$ cat src/rtl/uart_rx.sv
// rtl/uart_rx.sv - 8N1 UART receiver with midpoint sampling; `UART_RX_PARITY_EN selects 8E1 framing.
module uart_rx #(
    parameter int CLOCK_RATE     = 10,
    parameter int BAUD_RATE      = 1,
    parameter int CLOCKS_PER_BIT = CLOCK_RATE / BAUD_RATE
) (
    input  logic       clk,
    input  logic       rst,
    input  logic       rx,
    output logic [7:0] data,
    output logic       valid,
    output logic       framing_error,
    output logic       parity_error,
    output logic       busy
);

    localparam int CNT_W = $clog2(CLOCKS_PER_BIT);
    localparam logic [CNT_W-1:0] HALF_LOAD = CNT_W'(CLOCKS_PER_BIT / 2 - 1);
    localparam logic [CNT_W-1:0] FULL_LOAD = CNT_W'(CLOCKS_PER_BIT - 1);

    typedef enum logic [2:0] {
        S_IDLE,
        S_START,
        S_DATA,
`ifdef UART_RX_PARITY_EN
        S_PARITY,
`endif
        S_STOP,
        S_WAIT_IDLE
    } state_t;

    state_t           state_q, state_d;
    logic             rx_meta, rx_s, rx_s_prev;
    logic [CNT_W-1:0] cnt_q, cnt_d;
    logic [2:0]       bit_idx_q, bit_idx_d;
    logic [7:0]       shift_q, shift_d;
    logic [7:0]       data_q, data_d;
    logic             valid_q, valid_d;
    logic             ferr_q, ferr_d;
    logic             tick;
    logic             fall;
`ifdef UART_RX_PARITY_EN
    logic             par_q, par_d;
    logic             perr_q, perr_d;
`endif

    // Synchroniser and edge-detect flops reset high so reset itself never looks like a start bit.
    always_ff @(posedge clk) begin
        if (rst) begin
            rx_meta   <= 1'b1;
            rx_s      <= 1'b1;
            rx_s_prev <= 1'b1;
        end else begin
            rx_meta   <= rx;
            rx_s      <= rx_meta;
            rx_s_prev <= rx_s;
        end
    end

    assign fall = rx_s_prev & ~rx_s;
    assign tick = (cnt_q == '0);

    always_ff @(posedge clk) begin
        if (rst) begin
            state_q   <= S_IDLE;
            cnt_q     <= '0;
            bit_idx_q <= '0;
            shift_q   <= '0;
            data_q    <= '0;
            valid_q   <= 1'b0;
            ferr_q    <= 1'b0;
`ifdef UART_RX_PARITY_EN
            par_q     <= 1'b0;
            perr_q    <= 1'b0;
`endif
        end else begin
            state_q   <= state_d;
            cnt_q     <= cnt_d;
            bit_idx_q <= bit_idx_d;
            shift_q   <= shift_d;
            data_q    <= data_d;
            valid_q   <= valid_d;
            ferr_q    <= ferr_d;
`ifdef UART_RX_PARITY_EN
            par_q     <= par_d;
            perr_q    <= perr_d;
`endif
        end
    end

    always_comb begin
        state_d   = state_q;
        cnt_d     = tick ? cnt_q : cnt_q - CNT_W'(1);
        bit_idx_d = bit_idx_q;
        shift_d   = shift_q;
        data_d    = data_q;
        valid_d   = 1'b0;
        ferr_d    = 1'b0;
`ifdef UART_RX_PARITY_EN
        par_d     = par_q;
        perr_d    = 1'b0;
`endif
        case (state_q)
            S_IDLE: begin
                // Counter is loaded so it reaches zero at the middle of the start bit.
                if (fall) begin
                    state_d = S_START;
                    cnt_d   = HALF_LOAD;
                end
            end
            S_START: begin
                if (tick) begin
                    if (!rx_s) begin
                        state_d   = S_DATA;
                        cnt_d     = FULL_LOAD;
                        bit_idx_d = '0;
                    end else begin
                        state_d = S_IDLE;
                    end
                end
            end
            S_DATA: begin
                if (tick) begin
                    shift_d   = {rx_s, shift_q[7:1]};
                    cnt_d     = FULL_LOAD;
                    bit_idx_d = bit_idx_q + 3'd1;
                    if (bit_idx_q == 3'd7) begin
`ifdef UART_RX_PARITY_EN
                        state_d = S_PARITY;
`else
                        state_d = S_STOP;
`endif
                    end
                end
            end
`ifdef UART_RX_PARITY_EN
            S_PARITY: begin
                if (tick) begin
                    par_d   = rx_s;
                    cnt_d   = FULL_LOAD;
                    state_d = S_STOP;
                end
            end
`endif
            S_STOP: begin
                if (tick) begin
                    data_d = shift_q;
                    if (!rx_s) begin
                        ferr_d  = 1'b1;
                        state_d = S_WAIT_IDLE;
                    end else begin
                        state_d = S_IDLE;
`ifdef UART_RX_PARITY_EN
                        if (par_q != ^shift_q) perr_d = 1'b1;
                        else                   valid_d = 1'b1;
`else
                        valid_d = 1'b1;
`endif
                    end
                end
            end
            S_WAIT_IDLE: begin
                if (rx_s) state_d = S_IDLE;
            end
            default: state_d = S_IDLE;
        endcase
    end

    assign data          = data_q;
    assign valid         = valid_q;
    assign framing_error = ferr_q;
    assign busy          = (state_q != S_IDLE);
`ifdef UART_RX_PARITY_EN
    assign parity_error  = perr_q;
`else
    assign parity_error  = 1'b0;
`endif

endmodule

$ cat config.mk
export PLATFORM = sky130hd
export DESIGN_NAME = uart_rx
export DESIGN_NICKNAME = d
export VERILOG_FILES = /design/src/rtl/uart_rx.sv
export SDC_FILE = /design/constraint.sdc
export NUM_CORES = 1
export LEC_CHECK = 0
export BUFFER_PORTS_ARGS = -buffer_cell sky130_fd_sc_hd__buf_2
export CAP_MARGIN = 20
export CORE_MARGIN = 4
export CORE_UTILIZATION = 59
export DETAILED_ROUTE_END_ITERATION = 10
export GPL_ROUTABILITY_DRIVEN = 0
export PLACE_DENSITY = 0.8
export SLEW_MARGIN = 30
export SYNTH_ARGS = -nofsm -noshare
export SYNTH_HDL_FRONTEND = slang
export SYNTH_SLANG_ARGS = --single-unit
$ cat constraint.sdc
create_clock -name clk -period 4.8 [get_ports clk]
set_input_delay 1.2 -clock clk [delete_from_list [all_inputs] [get_ports clk]]
set_output_delay 1.2 -clock clk [all_outputs]
set_load 0.02 [all_outputs]
* Word level (Yosys, flattened, before mapping) *
Cells that the tools add are included.
Widths: inputs -> output; s select.

storage, ports and cells
  flip-flop bits (word level) = 31
  output and inout bits = 12

operators by class
  add/sub/neg operators = 2
  equality and inequality tests = 12
  multiplexer cells = 21
  bitwise logic cells = 4
  reduce and logical (&&, ||, !) cells = 9

operator list
  operator             number
  $mux 3               10
  $mux 4               5
  $pmux 3 s5           1
  $ne 2x2->1 const B   7
  $pmux 4 s3           1
  $eq 3x2->1 const B   2
  $eq 3x3->1 const B   2
  $pmux 3 s2           1
  $reduce_and 6->1     1
  $logic_not 4->1      1
  $reduce_and 2->1     2
  $reduce_and 4->1     1
  $sub 4x1->4 const B  1
  $add 3x1->3 const B  1
  $eq 3x1->1 const B   1
  $logic_not 3->1      1
  $not 1->1            3
  $reduce_bool 3->1    1
  $reduce_or 3->1      1
  $mux 1               2
  $mux 2               1
  $reduce_bool 2->1    1
  $and 1x1->1          1

* Longest topological paths before layout *
Gate-level depths: netlist of the first run.

  word-level depth = 5
  mapped depth = 9

* Least setup slack after synthesis of the first run *
OpenSTA, ideal clock, no wires.

  path type = flip-flop to output port
  start point = register state_q[2]
  end point = output port busy
  arrival = 987 ps
  data required time = 3600 ps
  setup slack = 2613 ps
  stages on the path, launching flop included = 3
  path buffers = 1
  path through = dfxtp_1 clkbuf_1 or3_1

on the way
  longest elaborated chain between the ends = 1

ends and longest elaborated chain
  item                    line  RTL
  start, declared         32    state_t state_q, state_d;
  start signal, assigned  77    state_q <= state_d;
  $reduce_bool 3->1       172   assign busy = (state_q != S_IDLE);
  end, declared           14    output logic busy

No other way between the ends.

* Worst setup path in the final report of the first run *
  start point = register state_q[0]
  end point = output port busy

Same word-level chain as after synthesis.

==> results of run 1 <==
-- registers in the layout, indices dropped and copies added, names as in the netlist --
name           count
bit_idx_q          3
cnt_q              4
data               8
framing_error      1
rx_meta            1
rx_s               1
rx_s_prev          1
shift_q            8
state_q            3
valid              1
-- layout by cell type, fill, tap and decap left out, types with 2 or more instances in the layout --
cell,instances
buf_2,13
nor4_1,2
nand2_1,21
a21oi_2,8
a22oi_1,2
nor3b_1,2
or2_2,3
nor2_1,19
clkbuf_8,2
nor3b_2,3
nor2b_1,3
o21ai_0,3
ha_1,4
a21oi_1,8
dfxtp_1,31
mux2i_1,10
nor3_1,5
inv_1,4
nand2b_1,2
clkbuf_4,5
-- cells by family (layout without fill, tap and decap cells) --
family                     Yosys count  count (layout)
and+or+nand+nor                     68              68
DFF                                 31              31
AOI/OAI and AO/OA                   25              25
buffers and inverters               15              25
muxes                               10              10
adders and majority gates            4               4
other                                1               1
-- final cells by class --
class	instances	area share (%)
inverter	4	0.999
clock buffer	7	4.33
multi-input combinational	108	46.2
sequential	31	41.3
timing repair buffer	13	4.33
clock inverter	1	0.500
tap	28	2.33
-- metal layers --
metal	part of all wire, %	vias up
met5	0	-
met4	0.55	0
met3	5.7	2
met2	48	27
met1	45	501
li1	-	543
-- where the power goes --
| group | total (mW) | internal [mW] | leakage [nW] | switching [mW] |
|---|---|---|---|---|
| Sequential | 0.290 | 0.272 | 0.251 | 0.0176 |
| Clock | 0.175 | 0.0855 | 0.0375 | 0.0893 |
| Combinational | 0.150 | 0.0622 | 0.376 | 0.0882 |
-- path summary, 6_finish.rpt --
check        startpoint  endpoint  slack [ns]  cells after the start
max          state_q[0]      busy        2.21                      2
min             rx_meta      rx_s        0.42                      1
max reg2reg    cnt_q[0]  cnt_q[0]        2.47                      8
min reg2reg     rx_meta      rx_s        0.42                      1
-- through the flow --
stage	instance area [um^2]	total power [mW]
after floorplan	1400	0.424
after global placement	1430	0.430
after detailed placement	1430	0.444
after CTS	1500	0.619
after global routing	1500	0.655
final	1500	0.615
==> impl_metrics.ini, run 1 <==
[status]
status = finished clean

[synthesis]
synth-edff-count = 0
synth_area_leaders = dfxtp_1 44%, mux2i_1 7.2%, nand2_1 5.6%, nor2_1 5.1%, a21oi_2 5.0%
syn_area_um2 = 1400
avgSynthCellArea_um2 = 9.08
synth_cell_types = 36
ys_seq_elements = 31
synth_warnings = 0
synth_commonest_cells = 31 x dfxtp_1, 21 x nand2_1, 19 x nor2_1
synth_cells = 154
async_flop_share_pct = 0
muxShareOfSynthArea_pct = 7.16
synth-compound-area-share_pct = 12.7
synth_top_family_by_area = simple AND/OR/NAND/NOR gates
synth_top_area_share_pct = 44.4
synthSimpleGateAreaFrac_pct = 25.9
ys_seq_area_share_pct = 44.4
ys.flop_type = dfxtp_1
synth-xor-area-share_pct = 0
synthAdderAreaFrac_pct = 3.58
yosys.cell_count.top_type = dfxtp_1
synth.largest_area_cell = dfxtp_1
synth_nets = 161

[sta]
hold_slack_ns = 0.417
maxSlewViolCount = 0
rsz0062_at_grt = false
fin_crit_ns = 2.59
max_freq_ghz = 0.386
worst_pin_slew_ns = 0.705
setup_viol = 0
worst_slack_ns = 2.21
period_share_pct = 53.9
finClkSkew_ns = 0.0114
finalSetupTns_ns = 0
finalHoldViolations = 0
relSlewSlack_pct = 52.8

[die]
core_area_um2 = 2230
die_w_um = 56.7
die-area_um2 = 3210
rows = 17
start_util_pct = 62.6
io_pins = 15
die_h_um = 56.7

[cts]
cts_buffers = 5
clock_latency_ns = 0.33
cts.repair.resized = 0
hold_buffers = 0
h-tree-depth = 2
postCtsSetupRepairBufs = 0
cts.sinks = 31
cts_tree = built
cts.path.max_buffers = 2
ctsRootBufferMaster = clkbuf_4
clkTransAtPathRegs_ns = 0.10

[global_routing]
grt_pass1_vias = 1014
grt_busiest_layer = met2
grtUsageMet1_pct = 21.2
met3_usage_pct = 6.44
grt_pass1_wl_mm = 4.43
track_usage_pct = 17.4
grt_overflow = 0
grt_max_degree = 34
antenna_found_initial = 0
grt_util_met2_pct = 28.4

[setup_path]
cp_slowest_cell = dfxtp_1
worstSetupPathType = flop to primary output
max_stage_delay_ns = 0.48
worstPathArrival_ns = 1.39
crit_path_end_kind = primary output
crit_family = flip-flops
crit_path_start_kind = flop
path_cells = or3_1 -> buf_2
required_ns = 3.60
crit_fanout = 14
path_buf_inv = 1

[routing]
vias = 1073
ant_nets = 0
drt_iter0_markers = 29
avgViaCountPerCell = 5.59
post-route-drc-count = 0
drt-total-wl_mm = 2.54
wl_per_cell_um = 13.2
drtPass1Iterations = 4

[power]
peakVddDrop_mv = 0.287
p_leak_nw = 0.664
cellPowerDensity_nw_per_um2 = 409

[layout]
seq_area_um2 = 621
fillCellCount = 185
diodes = 0
final_nets = 170
syn_to_final_growth_pct = 7.42
drive_gt1_share_pct = 23.2
fin_util_pct = 67.3
fin_cells = 192
multi_input_area_um2 = 694

[job]
maxCapViolCount = 0

[placed_design]
dp.cells = 184
post-dp-hpwl_mm = 1.70
pre_cts_ws_ns = 2.52
io_buffer_count = 13

[worst_hold_path]
min_path_type = flop to flop
Note: power is estimated with default switching activity, not from simulation.
==> run 2: changes to the inputs <==
--- a/config.mk
+++ b/config.mk
@@ -8,10 +8,10 @@
 export BUFFER_PORTS_ARGS = -buffer_cell sky130_fd_sc_hd__buf_2
 export CAP_MARGIN = 20
 export CORE_MARGIN = 4
-export CORE_UTILIZATION = 59
+export CORE_UTILIZATION = 56
 export DETAILED_ROUTE_END_ITERATION = 10
 export GPL_ROUTABILITY_DRIVEN = 0
-export PLACE_DENSITY = 0.8
+export PLACE_DENSITY = 0.77
 export SLEW_MARGIN = 30
 export SYNTH_ARGS = -nofsm -noshare
 export SYNTH_HDL_FRONTEND = slang
==> constraint.sdc (replaced) <==
create_clock -name clk -period 2.39 [get_ports clk]
set_input_delay 0.5975 -clock clk [delete_from_list [all_inputs] [get_ports clk]]
set_output_delay 0.5975 -clock clk [all_outputs]
set_load 0.02 [all_outputs]
==> run 2 against run 1 <==
Compared with the run above:
- via count decreased by 2.1%
- die area increased by 4.6%
- sequential power rose by 100%
- clock power is 140% higher
- global-route usage is 0.90 points lower
- clock skew is essentially flat
- critical endpoint unchanged
- highest routed layer is now met3
==> impl_metrics.ini, run 2 (synthesis gave the netlist of run 1 again) <==
[layout]
fin_cells = 193
syn_to_final_growth_pct = 8.94
seq_area_um2 = 621
diodes = 0
layout_common_cells = 31 x dfxtp_1, 21 x nand2_1, 19 x nor2_1
final_area_um2 = 1520
final_nets = 171
fin_util_pct = 66.3
multi_input_area_um2 = 694
layout_commonest_cell = dfxtp_1
drive_gt1_share_pct = 23.6
fillCellCount = 192

[die]
die-area_um2 = 3360
io_pins = 15
rows = 17
core_area_um2 = 2300
die_w_um = 58.0
die_h_um = 58.0
start_util_pct = 60.9

[setup_path]
crit_family = flip-flops
cp_slowest_cell = dfxtp_1
crit_fanout = 14
crit_path_start_kind = flop
path_cells = or3_1 -> buf_2
max_stage_delay_ns = 0.48
worstSetupPathType = flop to primary output
required_ns = 1.79
path_buf_inv = 1
worstPathArrival_ns = 1.35
crit_path_end_kind = primary output

[sta]
period_share_pct = 81.4
rsz0062_at_grt = false
max_freq_ghz = 0.514
relSlewSlack_pct = 56.1
hold_slack_ns = 0.419
fin_crit_ns = 1.94
maxSlewViolCount = 0
finalSetupTns_ns = 0
setup_viol = 0
finalHoldViolations = 0
finClkSkew_ns = 0.0110
worst_pin_slew_ns = 0.659

[placed_design]
io_buffer_count = 13
dp.cells = 185
dpl_cell_area_um2 = 1440
post-dp-hpwl_mm = 1.72

[power]
p_leak_nw = 0.680
cellPowerDensity_nw_per_um2 = 861
peakVddDrop_mv = 0.583

[global_routing]
antenna_found_initial = 0
grt_overflow = 0
grt_max_degree = 34
grt_pass1_wl_mm = 4.37
grt_pass1_vias = 1000
track_usage_pct = 16.5

[job]
maxCapViolCount = 0

[cts]
ctsRootBufferMaster = clkbuf_4
cts_tree = built
cts.sinks = 31
h-tree-depth = 2
cts.path.max_buffers = 2
postCtsSetupRepairBufs = 0
cts_buffers = 5
hold_buffers = 0
clkTransAtPathRegs_ns = 0.09
clock_latency_ns = 0.31
cts.repair.resized = 0

[status]
status = finished clean

[worst_hold_path]
min_path_type = flop to flop

[routing]
avgViaCountPerCell = 5.44
post-route-drc-count = 0
drt-total-wl_mm = 2.45
drtPass1Iterations = 4
vias = 1050
drt_iter0_markers = 7
wl_per_cell_um = 12.7
ant_nets = 0
## run 2: cell count changes in the layout (fill, tap and decap cells not counted)
cell,delta
clkbuf_8,-1
bufinv_16,+1
buf_4,+1
clkinvlp_4,-1
clkinv_2,+1
## run 2: power breakdown
group / leakage [nW] / switching [mW] / internal [mW]
Sequential: 0.251 / 0.0335 / 0.546
Combinational: 0.380 / 0.174 / 0.143
Clock: 0.0482 / 0.169 / 0.247
Total: 0.680 / 0.377 / 0.936
## run 2: worst paths after layout
kind | startpoint | end | slack, ns | cells after the start
max | state_q[0] | busy | 0.45 | 2
min | rx_meta | rx_s | 0.42 | 1
max reg2reg | cnt_q[0] | cnt_q[0] | 0.59 | 8
min reg2reg | rx_meta | rx_s | 0.42 | 1
## run 2: cell type report
cell class / instances / share of cell area [%]
Timing Repair Buffer: 14 / 4.76
Sequential cell: 31 / 40.7
Multi-Input combinational cell: 108 / 45.6
Clock inverter: 2 / 2.30
Inverter: 4 / 0.985
Tap cell: 28 / 2.30
Clock buffer: 6 / 3.37
## run 2: worst reg2reg max path, delay by kind of cell (launching register included)
kind	cells	cell delay (ns)
adder cells (fa/ha/maj)	2	0.48
AND/OR/NAND/NOR	2	0.37
flip-flops	1	0.35
AO/OA/AOI/OAI	2	0.31
buffers and inverters	2	0.16
## run 2: per-stage QoR
stage	power [mW]	worst slack, ns
after CTS	1.32	0.434
after detailed placement	0.906	0.641
after global placement	0.888	0.755
after global routing	1.40	0.352
after floorplan	0.852	0.654
final	1.31	0.445
## run 2: layer usage
layer | track usage, % | routed length, um
met5 | 0 | 0
met4 | 3.97 | 0
met3 | 6.01 | 76
met2 | 28.1 | 1200
met1 | 19.8 | 1180
==> run 3: changes to the inputs <==
--- a/config.mk
+++ b/config.mk
@@ -5,6 +5,7 @@
 export SDC_FILE = /design/constraint.sdc
 export NUM_CORES = 1
 export LEC_CHECK = 0
+export ABC_AREA = 1
 export BUFFER_PORTS_ARGS = -buffer_cell sky130_fd_sc_hd__buf_2
 export CAP_MARGIN = 20
 export CORE_MARGIN = 4
==> constraint.sdc (replaced) <==
create_clock -name clk -period 2.05 [get_ports clk]
set_input_delay 0.5125 -clock clk [delete_from_list [all_inputs] [get_ports clk]]
set_output_delay 0.5125 -clock clk [all_outputs]
set_load 0.02 [all_outputs]
==> run 3 against run 2 <==
Compared with the run above:
- critical path depth is 3 higher
- die area shrank 4.2%
- sequential cell count unchanged
- first-iteration DRC count increased to 7.1 times the previous value
- clock power rose by 18%
- critical endpoint unchanged
- largest power group is now combinational cells
==> impl_metrics.ini, run 3 <==
[power]
peakVddDrop_mv = 0.971
p_leak_nw = 0.732
cellPowerDensity_nw_per_um2 = 1490

[cts]
cts.sinks = 31
postCtsSetupRepairBufs = 0
hold_buffers = 0
h-tree-depth = 2
cts_buffers = 5
cts.path.max_buffers = 2
clock_latency_ns = 0.33
cts.repair.resized = 0
ctsRootBufferMaster = clkbuf_4
clkTransAtPathRegs_ns = 0.09
cts_tree = built

[global_routing]
antenna_found_initial = 0
grt_overflow = 0
grt_pass1_wl_mm = 4.49
grt_max_degree = 23
track_usage_pct = 17.9
grt_pass1_vias = 1063

[synthesis]
yosys.cell_count.top_type = nor2_1
ys.flop_type = dfxtp_1
synth_commonest_cells = 38 x nor2_1, 31 x dfxtp_1, 21 x o21ai_0
synth.largest_area_cell = dfxtp_1
ys_seq_elements = 31
synth_cells = 173
synth_top_area_share_pct = 46.7
syn_area_um2 = 1330
synth_nets = 180
synth_warnings = 0
avgSynthCellArea_um2 = 7.69
ys_seq_area_share_pct = 46.7
async_flop_share_pct = 0
synth-edff-count = 0
synth_cell_types = 25
synth_area_leaders = dfxtp_1 47%, nor2_1 11%, o21ai_0 7.9%, nand2_1 5.6%, inv_1 4.5%

[sta]
worst_slack_ns = 0.229
period_share_pct = 88.8
finalHoldViolations = 0
worst_pin_slew_ns = 0.524
finalSetupTns_ns = 0
max_freq_ghz = 0.549
setup_viol = 0
fin_crit_ns = 1.82
rsz0062_at_grt = false
finClkSkew_ns = 0.00412
maxSlewViolCount = 0
relSlewSlack_pct = 65.1

[status]
status = finished clean

[setup_path]
worstPathArrival_ns = 1.31
crit_end = busy
crit_fanout = 7
max_stage_delay_ns = 0.38
crit_path_start_kind = flop
path_depth = 5
worst_r2r_path_depth = 10
crit_path_end_kind = primary output
path_buf_inv = 3
path_cells = nor2_2 -> inv_1 -> nor2_1 -> inv_1 -> buf_2
ff2ff_setup_slack_ns = 0.36
cp_slowest_cell = dfxtp_1
crit_family = flip-flops
reg2reg_from = cnt_q[0]
reg2reg_to = cnt_q[0]
required_ns = 1.54
worstSetupPathType = flop to primary output
startpoint = state_q[0]
cp_common_cell = inv_1

[routing]
post-route-drc-count = 0
drt_iter0_markers = 50
avgViaCountPerCell = 5.31
wl_met1_mm = 1.09
ant_nets = 0
vias = 1152
wl_met2_mm = 1.39
wl_per_cell_um = 12.1
highest_layer = met4
wl_met3_um = 113
drt-total-wl_mm = 2.63
drtPass1Iterations = 4

[layout]
layout_common_cells = 38 x nor2_1, 31 x dfxtp_1, 21 x o21ai_0
layout_commonest_cell = nor2_1
syn_to_final_growth_pct = 11.7
final_nets = 195
drive_gt1_share_pct = 18.5
diodes = 0

[placed_design]
pre_cts_ws_ns = 0.412
post-dp-hpwl_mm = 1.87
io_buffer_count = 13

[die]
die_h_um = 56.7
die-area_um2 = 3220
io_pins = 15
core_area_um2 = 2230
rows = 17
die_w_um = 56.7
start_util_pct = 59.6

[job]
maxCapViolCount = 0

[worst_hold_path]
min_path_type = input port to flop
run 3: cell types whose count changed after synthesis, moves of 8 or more:
cell / delta
nand3_1: +8
a21oi_2: -8
nor2_1: +19
o21ai_0: +18
inv_1: +12
mux2i_1: -10
run 3: cells by family after synthesis:
logic type	after synthesis	share of synthesized area, %
adders and majority gates	4	3.76
and+or+nand+nor	80	28.4
buffers and inverters	22	7.15
other	1	0.282
DFF	31	46.7
AOI/OAI and AO/OA	35	13.7
run 3: worst min path at each step:
stage | startpoint | to | slack (ns) | cells past startpoint
after floorplan | rx_meta | rx_s | 0.39 | 1
after global placement | rx_meta | rx_s | 0.39 | 1
after detailed placement | rx_meta | rx_s | 0.42 | 1
after CTS | rx | rx_meta | 0.36 | 2
after global routing | rx | rx_meta | 0.35 | 2
final | rx | rx_meta | 0.36 | 2
run 3: where the power goes:
part | internal, mW | switching, mW
Combinational | 0.297 | 0.594
Sequential | 0.724 | 0.108
Clock | 0.288 | 0.203
run 3: area by class of cell:
cell class / count / area (um^2)
Clock inverter: 2 / 35.0
Clock buffer: 6 / 51.3
Tap cell: 28 / 35.0
Sequential cell: 31 / 621
Timing Repair Buffer: 13 / 65.1
Multi-Input combinational cell: 120 / 614
Inverter: 17 / 63.8
Fill cell: 206 / 748
run 3: metal layers:
layer  vias to the layer above  global-route usage [%]
met2                        22                    32.3
li1                        586                       -
met1                       539                    18.9
met3                         5                    7.13
met4                         0                    5.30
met5                         -                       0
run 3: stage by stage:
| stage | instance area, um^2 | power (mW) | hold WS, ns | util [%] | instances |
|---|---|---|---|---|---|
| floorplan | 1330 | 1.53 | 0.389 | - | 173 |
| global placement | 1400 | 1.66 | 0.392 | 62.6 | 209 |
| detailed placement | 1400 | 1.71 | 0.421 | 62.6 | 209 |
| CTS | 1490 | 2.22 | 0.356 | 66.5 | 217 |
| global route | 1490 | 2.39 | 0.353 | 66.5 | 217 |
| finish | 1490 | 2.21 | 0.362 | 66.5 | 217 |
